$ cat src/rtl/step_pulse_arbiter.sv
// Two-key up/down stepper: synchronizes and debounces the keys, arbitrates
// between them and emits one-cycle step pulses with auto-repeat and bound blocking.
module step_pulse_arbiter #(
   parameter int         DEBOUNCE_CYCLES = 4,
   parameter int         REPEAT_CYCLES   = 8,
   parameter logic [3:0] CNT_MAX         = 4'd15
) (
   input  logic       FPGA_CLK,
   input  logic       FPGA_RST_N,
   input  logic       key_up,
   input  logic       key_down,
   input  logic [3:0] count_value,
   output logic       flag_light_1,
   output logic       flag_light_2,
   output logic       blocked,
   output logic       busy
);

   typedef enum logic [2:0] {
      IDLE,
      DEBOUNCE,
      FIRE,
      HOLD,
      RELEASE
   } state_t;

   localparam int TW = 20;
   localparam logic [TW-1:0] DEB_LAST = TW'(DEBOUNCE_CYCLES - 1);
   localparam logic [TW-1:0] REP_LAST = TW'(REPEAT_CYCLES - 1);
   localparam logic [TW-1:0] T_MAX    = '1;

   state_t        state;
   logic [TW-1:0] timer;
   logic [TW-1:0] timer_inc;
   logic [1:0]    up_sync;
   logic [1:0]    down_sync;
   logic          up_s;
   logic          down_s;
   logic          dir_up;
   logic          rr_up;
   logic          key_s;
   logic          grant_up;
   logic          step_up;
   logic          step_dn;
   logic          step_blk;

   assign up_s      = up_sync[1];
   assign down_s    = down_sync[1];
   assign key_s     = dir_up ? up_s : down_s;
   assign grant_up  = (up_s && down_s) ? rr_up : up_s;
   assign timer_inc = (timer == T_MAX) ? timer : timer + 1'b1;
   assign busy      = (state != IDLE);

   // Bound check uses the value present on the cycle the step is committed
   assign step_up  = dir_up && (count_value != CNT_MAX);
   assign step_dn  = !dir_up && (count_value != 4'd0);
   assign step_blk = dir_up ? (count_value == CNT_MAX)
                            : (count_value == 4'd0);

   always_ff @(posedge FPGA_CLK) begin
      if (!FPGA_RST_N) begin
         state        <= IDLE;
         timer        <= '0;
         up_sync      <= '0;
         down_sync    <= '0;
         dir_up       <= 1'b1;
         rr_up        <= 1'b1;
         flag_light_1 <= 1'b0;
         flag_light_2 <= 1'b0;
         blocked      <= 1'b0;
      end else begin
         up_sync      <= {up_sync[0], key_up};
         down_sync    <= {down_sync[0], key_down};
         flag_light_1 <= 1'b0;
         flag_light_2 <= 1'b0;
         blocked      <= 1'b0;
         case (state)
            IDLE: begin
               if (up_s || down_s) begin
                  dir_up <= grant_up;
                  rr_up  <= !grant_up;
                  timer  <= '0;
                  state  <= DEBOUNCE;
               end
            end
            DEBOUNCE: begin
               if (!key_s) begin
                  state <= IDLE;
               end else if (timer == DEB_LAST) begin
                  state        <= FIRE;
                  flag_light_1 <= step_up;
                  flag_light_2 <= step_dn;
                  blocked      <= step_blk;
               end else begin
                  timer <= timer_inc;
               end
            end
            FIRE: begin
               state <= HOLD;
               timer <= '0;
            end
            HOLD: begin
               if (!key_s) begin
                  state <= RELEASE;
                  timer <= '0;
               end else if (timer == REP_LAST) begin
                  state        <= FIRE;
                  flag_light_1 <= step_up;
                  flag_light_2 <= step_dn;
                  blocked      <= step_blk;
               end else begin
                  timer <= timer_inc;
               end
            end
            RELEASE: begin
               if (key_s) begin
                  timer <= '0;
               end else if (timer == DEB_LAST) begin
                  state <= IDLE;
               end else begin
                  timer <= timer_inc;
               end
            end
            default: state <= IDLE;
         endcase
      end
   end

endmodule

$ cat config.mk
export PLATFORM = sky130hd
export DESIGN_NAME = step_pulse_arbiter
export DESIGN_NICKNAME = d
export VERILOG_FILES = /design/src/rtl/step_pulse_arbiter.sv
export SDC_FILE = /design/constraint.sdc
export NUM_CORES = 1
export LEC_CHECK = 0
export BUFFER_PORTS_ARGS = -buffer_cell sky130_fd_sc_hd__buf_2
export CORE_MARGIN = 5
export CORE_UTILIZATION = 65
export DETAILED_ROUTE_END_ITERATION = 6
export PLACE_DENSITY = 0.84
export SLEW_MARGIN = 25
export SYNTH_ARGS = -nofsm -noshare
export SYNTH_HDL_FRONTEND = slang
export SYNTH_SLANG_ARGS = --single-unit
$ cat constraint.sdc
create_clock -name FPGA_CLK -period 3.5 [get_ports FPGA_CLK]
set_clock_uncertainty 0.1 [all_clocks]
set_input_delay 0.875 -clock FPGA_CLK [delete_from_list [all_inputs] [get_ports FPGA_CLK]]
set_output_delay 0.875 -clock FPGA_CLK [all_outputs]
set_load 0.01 [all_outputs]
==> results.json, run 1 <==
{
  "synthArstFlopShare_pct": 0,
  "slew_violations": 0,
  "synthDistinctLibCells": 60,
  "leakagePower_nw": 0.7226,
  "worst_pin_slew_ns": 0.9014,
  "finalSetupViolations": 0,
  "cts_tree": "built",
  "antenna_found_initial": 0,
  "r2r_cells": 5,
  "vdd_ir_drop_max_mv": 0.2767,
  "numPortBuffers": 11,
  "firstDrtPassIters": 4,
  "intPower_mw": 0.4889,
  "post_cts_buffers": 0,
  "synth_ff_type": "dfxtp_1",
  "fin_area_sq_mm": 0.002079,
  "drt-total-wl_um": 4744,
  "r2r_start": "dir_up$_SDFFE_PN1P_",
  "grt_usage_pct": 24.16,
  "status": "finished, final reports clean",
  "postCtsHoldBufs": 0,
  "crit_chain": "nor3_1 -> inv_1 -> buf_2",
  "crit_start": "state[1]$_SDFFE_PN0P_",
  "yosys.area.top_type": "dfxtp_1",
  "die_x_um": 65.48,
  "syn-cell-area_sq_mm": 0.002001,
  "endpoint_kind": "output port",
  "whs_ns": 0.3439,
  "worstSkewPairLatency_ns": 0.33,
  "grt_pass1_vias": 1748,
  "power_mw": 0.6663,
  "relSlewSlack_pct": 39.91,
  "synth_edf_count": 0,
  "cts_buffers": 5,
  "ys_top_cells_by_area": "dfxtp_1, a21oi_1, nor4_1",
  "num_vias": 1948,
  "final_nets": 254,
  "drive_above_1_share_pct": 13.41,
  "synth_fp_nets": 252,
  "avgRoutedWirePerCell_um": 17.00,
  "clock.fmax_ghz": 0.3980,
  "finish.utilization_pct": 69.25,
  "dp_hpwl_um": 3375,
  "seqPwrFrac_pct": 56.6,
  "rows": 20,
  "syn_area_per_cell_sq_um": 8.233,
  "die_area_sq_mm": 0.004288,
  "ys_warn_count": 0,
  "cp_max_fo": 14,
  "fin_setup_tns_ns": 0,
  "gp_congestion": 0.9150,
  "fillers": 259,
  "placed_area_sq_mm": 0.002018,
  "gr-total-overflow": 0,
  "switchingPower_mw": 0.1774,
  "grt_max_degree": 17,
  "drc": 0,
  "switching_share_pct": 26.63,
  "diodes": 0,
  "hold_violations": 0,
  "min_period_ns": 2.513,
  "area_delta_synth_final_pct": 3.940,
  "period_share_pct": 71.79,
  "cts.repair.resized": 0,
  "power.density_mw_per_mm2": 320.4,
  "path_clk_slew_ns": 0.10,
  "pwr-share-comb_pct": 9.7,
  "dr.first_iter.drc_count": 220,
  "critPathKind": "flop to output port",
  "htree_levels": 2,
  "cp_slowest_cell": "dfxtp_1",
  "r2r_end": "timer[14]$_SDFFE_PN0P_",
  "start_util_pct": 66.63,
  "ys_ff_latch": 32,
  "via_per_inst": 6.982,
  "die_height_um": 65.48,
  "r2r_slack_ns": 1.13,
  "clock_tree.buffer_depth": 2,
  "synth_seq_area_share_pct": 32.02,
  "maxCapViolations": 0,
  "core_sq_mm": 0.003003,
  "syn-instance-count": 243,
  "grt_pass1_wl_um": 8155,
  "slowest_delay_ns": 0.47,
  "critPathLaunchType": "flop",
  "cp.arrival_ns": 1.54,
  "cts.sink_count": 32,
  "hold_class": "flop to flop",
  "ios": 12,
  "cts_root_buf": "clkbuf_4",
  "critPathCapture": "busy",
  "clockPowerShare_pct": 33.7,
  "postRouteAntennaNets": 0,
  "required_ns": 2.52,
  "rsz0062_at_grt": "false",
  "synth_top_area_share_pct": 32.02
}
## how the worst min path moves through the flow
stage                                  startpoint                      end  slack [ns]  cells after the start
after floorplan           down_sync[0]$_SDFF_PN0_  down_sync[1]$_SDFF_PN0_        0.31                      1
after global placement    down_sync[0]$_SDFF_PN0_  down_sync[1]$_SDFF_PN0_        0.32                      1
after detailed placement  down_sync[0]$_SDFF_PN0_  down_sync[1]$_SDFF_PN0_        0.33                      1
after CTS                   up_sync[0]$_SDFF_PN0_    up_sync[1]$_SDFF_PN0_        0.35                      1
after global routing        up_sync[0]$_SDFF_PN0_    up_sync[1]$_SDFF_PN0_        0.37                      1
final                       up_sync[0]$_SDFF_PN0_    up_sync[1]$_SDFF_PN0_        0.34                      1
## cells in the final DEF (no fill, tap or decap), drive strengths merged, types with 3 or more instances in the layout
cell,Yosys,layout
a211oi,7,7
a21oi,19,19
a31oi,6,6
and2,5,5
and3,7,7
and4,5,5
buf,9,12
clkbuf,8,6
dfxtp,32,32
inv,6,6
mux2i,4,4
nand2,17,17
nand2b,3,3
nand3,11,11
nand4,6,6
nor2,12,12
nor2b,3,3
nor3,11,11
nor4,12,12
nor4b,3,3
o211ai,3,3
o21ai,6,6
o22a,4,4
o31ai,5,5
o41ai,3,3
or4,7,7
## synthesized netlist by cell type, types with 2 or more instances
cell type	number
buf_4	2
o211ai_1	3
or3b_2	2
o41ai_1	3
o21ai_0	5
or4_1	6
a211oi_1	7
clkbuf_1	7
a31oi_1	6
o22a_1	4
nand4_1	6
nor3_1	11
nand2_1	17
a21oi_1	19
mux2i_1	3
buf_2	5
nor2b_1	3
nor4b_1	2
nor3b_1	2
nor2_1	12
nand3_1	11
and2_1	5
and3_1	7
o31ai_1	5
a41oi_1	2
dfxtp_1	32
a22oi_1	2
nor4_1	11
nand2b_1	3
and4_1	5
inv_1	6
## area by class of cell
| cell class | count | area [sq um] | area share [%] |
|---|---|---|---|
| inverters | 6 | 22.52 | 1.083 |
| multi-input cells | 188 | 1251 | 60.17 |
| clock inverters | 2 | 10.01 | 0.4813 |
| repair buffers | 12 | 62.56 | 3.008 |
| flip-flops and latches | 32 | 640.6 | 30.81 |
| well taps | 33 | 41.29 | 1.986 |
| clock buffers | 6 | 51.30 | 2.467 |
## state kept, by name, indices dropped and copies added, names as in the netlist, 2 cells and up
| name | cells |
|---|---|
| down_sync | 2 |
| state | 3 |
| timer | 20 |
| up_sync | 2 |
## stage by stage
stage | worst slack (ns) | cells
global route | 0.8917 | 279
CTS | 0.9927 | 279
detailed placement | 1.160 | 271
floorplan | 1.472 | 243
finish | 0.9872 | 279
global placement | 1.211 | 271
## layer usage
metal  track usage [%]  vias up  routed length (um)
met5                 0        -                   0
met4             7.772        0                  44
met3             5.641        5                 358
met2             37.29       72                2177
met1             33.16      899                2165
li1                  -      972                   -
## worst max-delay path: cells and delay by family (launching register included)
kind                   cells  cell delay [ns]
flip-flops                 1             0.47
buffers and inverters      2             0.27
AND/OR/NAND/NOR            1             0.46
## logic make-up (layout without fill, tap and decap cells)
| family | count (synthesis) | in the layout | synth area share, % |
|---|---|---|---|
| muxes | 5 | 5 | 2.752 |
| xor gates and xnor gates | 1 | 1 | 0.4379 |
| adders and majority gates | 1 | 1 | 0.6253 |
| DFF | 32 | 32 | 32.02 |
| AOI/OAI and AO/OA | 73 | 73 | 26.58 |
| and+or+nand+nor | 108 | 108 | 32.14 |
| buffers and inverters | 23 | 26 | 5.440 |
## power by group through the flow
stage	Combinational [mW]	Sequential, mW	Clock, mW
after floorplan	0.0517	0.381	0
after global placement	0.0630	0.385	0
after detailed placement	0.0641	0.385	0
after CTS	0.0641	0.377	0.230
after global routing	0.0729	0.378	0.251
final	0.0648	0.377	0.224
No activity file was read; power rests on OpenSTA's default activity.
==> run 2: changes to the inputs <==
--- a/config.mk
+++ b/config.mk
@@ -7,9 +7,9 @@
 export LEC_CHECK = 0
 export BUFFER_PORTS_ARGS = -buffer_cell sky130_fd_sc_hd__buf_2
 export CORE_MARGIN = 5
-export CORE_UTILIZATION = 65
+export CORE_UTILIZATION = 54
 export DETAILED_ROUTE_END_ITERATION = 6
-export PLACE_DENSITY = 0.84
+export PLACE_DENSITY = 0.75
 export SLEW_MARGIN = 25
 export SYNTH_ARGS = -nofsm -noshare
 export SYNTH_HDL_FRONTEND = slang
==> constraint.sdc (replaced) <==
create_clock -name FPGA_CLK -period 2.18 [get_ports FPGA_CLK]
set_clock_uncertainty 0.1 [all_clocks]
set_input_delay 0.545 -clock FPGA_CLK [delete_from_list [all_inputs] [get_ports FPGA_CLK]]
set_output_delay 0.545 -clock FPGA_CLK [all_outputs]
set_load 0.01 [all_outputs]
==> run 2 against run 1 <==
Net effect: clock power grew to 2.6 times the previous value; non-clock buffer count grew 40; register-to-register slack lost 1.1 ns; critical endpoint is now timer[17]$_SDFFE_PN0P_.
==> results.json, run 2 (synthesis results as in run 1) <==
{
  "regArea_sq_um": 644.4,
  "grt_pass1_wl_um": 9515,
  "critPathLaunchType": "flop",
  "hold_class": "flop to flop",
  "instances_no_fill": 334,
  "critPathKind": "flop to flop",
  "cp.arrival_ns": 2.18,
  "placed_area_sq_mm": 0.002350,
  "vdd_ir_drop_max_mv": 0.4684,
  "slew_violations": 0,
  "gp_congestion": 0.9316,
  "worstSkewPairLatency_ns": 0.29,
  "slowest_delay_ns": 0.64,
  "grt_usage_pct": 23.47,
  "grt_max_degree": 17,
  "dp_hpwl_um": 4030,
  "postRouteAntennaNets": 0,
  "postCtsHoldBufs": 0,
  "whs_ns": 0.3361,
  "status": "finished, final reports clean",
  "reg.largest.list": "timer (20), state (3)",
  "pwr-share-comb_pct": 10.5,
  "htree_levels": 2,
  "firstDrtPassIters": 5,
  "ios": 12,
  "post-place-cells": 326,
  "area_delta_synth_final_pct": 27.39,
  "avgRoutedWirePerCell_um": 16.63,
  "path_clk_slew_ns": 0.07,
  "cp_slowest_cell": "or4_1",
  "crit_chain": "nor4_2 -> nand3_1 -> or4_1 -> a32oi_1 -> a21oi_1",
  "relSlewSlack_pct": 64.30,
  "drive_above_1_share_pct": 31.12,
  "gr-total-overflow": 0,
  "final_cell_mix": "buf_4, dfxtp_1, a21oi_1",
  "rows": 22,
  "cts_buffers": 5,
  "num_vias": 2172,
  "period_share_pct": 97.13,
  "die_height_um": 70.87,
  "diodes": 0,
  "final_common_cell": "buf_4",
  "final_nets": 294,
  "worst_pin_slew_ns": 0.5309,
  "drt-total-wl_um": 5553,
  "switchingPower_mw": 0.3282,
  "start_util_pct": 55.06,
  "die_x_um": 70.87,
  "via_per_inst": 6.503,
  "multi_input_area_sq_mm": 0.001335,
  "drc": 0,
  "clockPowerShare_pct": 43.8,
  "fin_area_sq_mm": 0.002549,
  "cts_root_buf": "clkbuf_8",
  "switching_share_pct": 24.85,
  "seqPwrFrac_pct": 45.7,
  "intPower_mw": 0.9926,
  "cts_tree": "built",
  "grt_pass1_vias": 2047,
  "top_register": "timer",
  "post_cts_buffers": 0,
  "leakagePower_nw": 0.9646,
  "endpoint_kind": "flop",
  "cp_max_fo": 6,
  "required_ns": 2.24,
  "finalSetupViolations": 0,
  "clock.fmax_ghz": 0.4723,
  "cts.sink_count": 32,
  "dr.first_iter.drc_count": 269,
  "antenna_found_initial": 0,
  "hold_violations": 0,
  "power.density_mw_per_mm2": 518.2,
  "min_period_ns": 2.117,
  "numPortBuffers": 11,
  "maxCapViolations": 0,
  "die_area_sq_mm": 0.005023,
  "largest_register_ffs": 20,
  "core_sq_mm": 0.003633,
  "fillers": 304,
  "clock_tree.buffer_depth": 2
}
==> run 2: timing repair <==
item                                   in CTS  in global routing
gates resized for setup                     3                 16
setup endpoints to repair                   6                 20
endpoints found under the hold margin       0                  0
pin swaps                                   2                  1
==> run 2: path summary, 6_finish.rpt <==
path                           start                 endpoint  slack [ns]  cells after the start
min reg2reg  down_sync[0]$_SDFF_PN0_  down_sync[1]$_SDFF_PN0_        0.34                      1
max           timer[16]$_SDFFE_PN0P_   timer[17]$_SDFFE_PN0P_        0.06                      5
min          down_sync[0]$_SDFF_PN0_  down_sync[1]$_SDFF_PN0_        0.34                      1
max reg2reg   timer[16]$_SDFFE_PN0P_   timer[17]$_SDFFE_PN0P_        0.06                      5
==> run 2: metal layers <==
metal,track usage [%],vias to the layer above,wire [um]
li1,-,1040,-
met1,31.52,1027,2632
met2,36.66,92,2521
met3,4.972,13,278
met4,9.395,0,120
met5,0,-,0
==> run 2: power by group through the flow <==
| stage | clock (mW) | combinational [mW] | sequential, mW |
|---|---|---|---|
| after floorplan | 0 | 0.0829 | 0.612 |
| after global placement | 0 | 0.131 | 0.614 |
| after detailed placement | 0 | 0.133 | 0.614 |
| after CTS | 0.585 | 0.134 | 0.601 |
| after global routing | 0.620 | 0.153 | 0.604 |
| final | 0.578 | 0.139 | 0.603 |
==> run 2: final cells by class <==
type	count	share of cell area, %
Multi-Input combinational cell	188	52.38
Clock inverter	3	1.669
Timing Repair Buffer	52	14.73
Inverter	6	0.8837
Tap cell	48	2.356
Clock buffer	5	2.700
Sequential cell	32	25.28
==> run 2: metrics by stage <==
step	worst slack, ns	TNS (ns)	util (%)	power, mW
floorplan	0.1520	0	-	0.6945
global placement	-0.01515	-0.01837	64.67	0.7449
detailed placement	-0.04929	-0.07726	64.67	0.7471
CTS	0.004478	0	68.18	1.320
global route	-0.008402	-0.008402	70.14	1.377
finish	0.06266	0	70.14	1.321
==> run 2: worst max-delay path, delay by kind of cell (launching register included) <==
| kind | cells | cell delay (ns) |
|---|---|---|
| AOI/OAI and AO/OA | 2 | 0.30 |
| DFF | 1 | 0.37 |
| and+or+nand+nor | 3 | 1.22 |
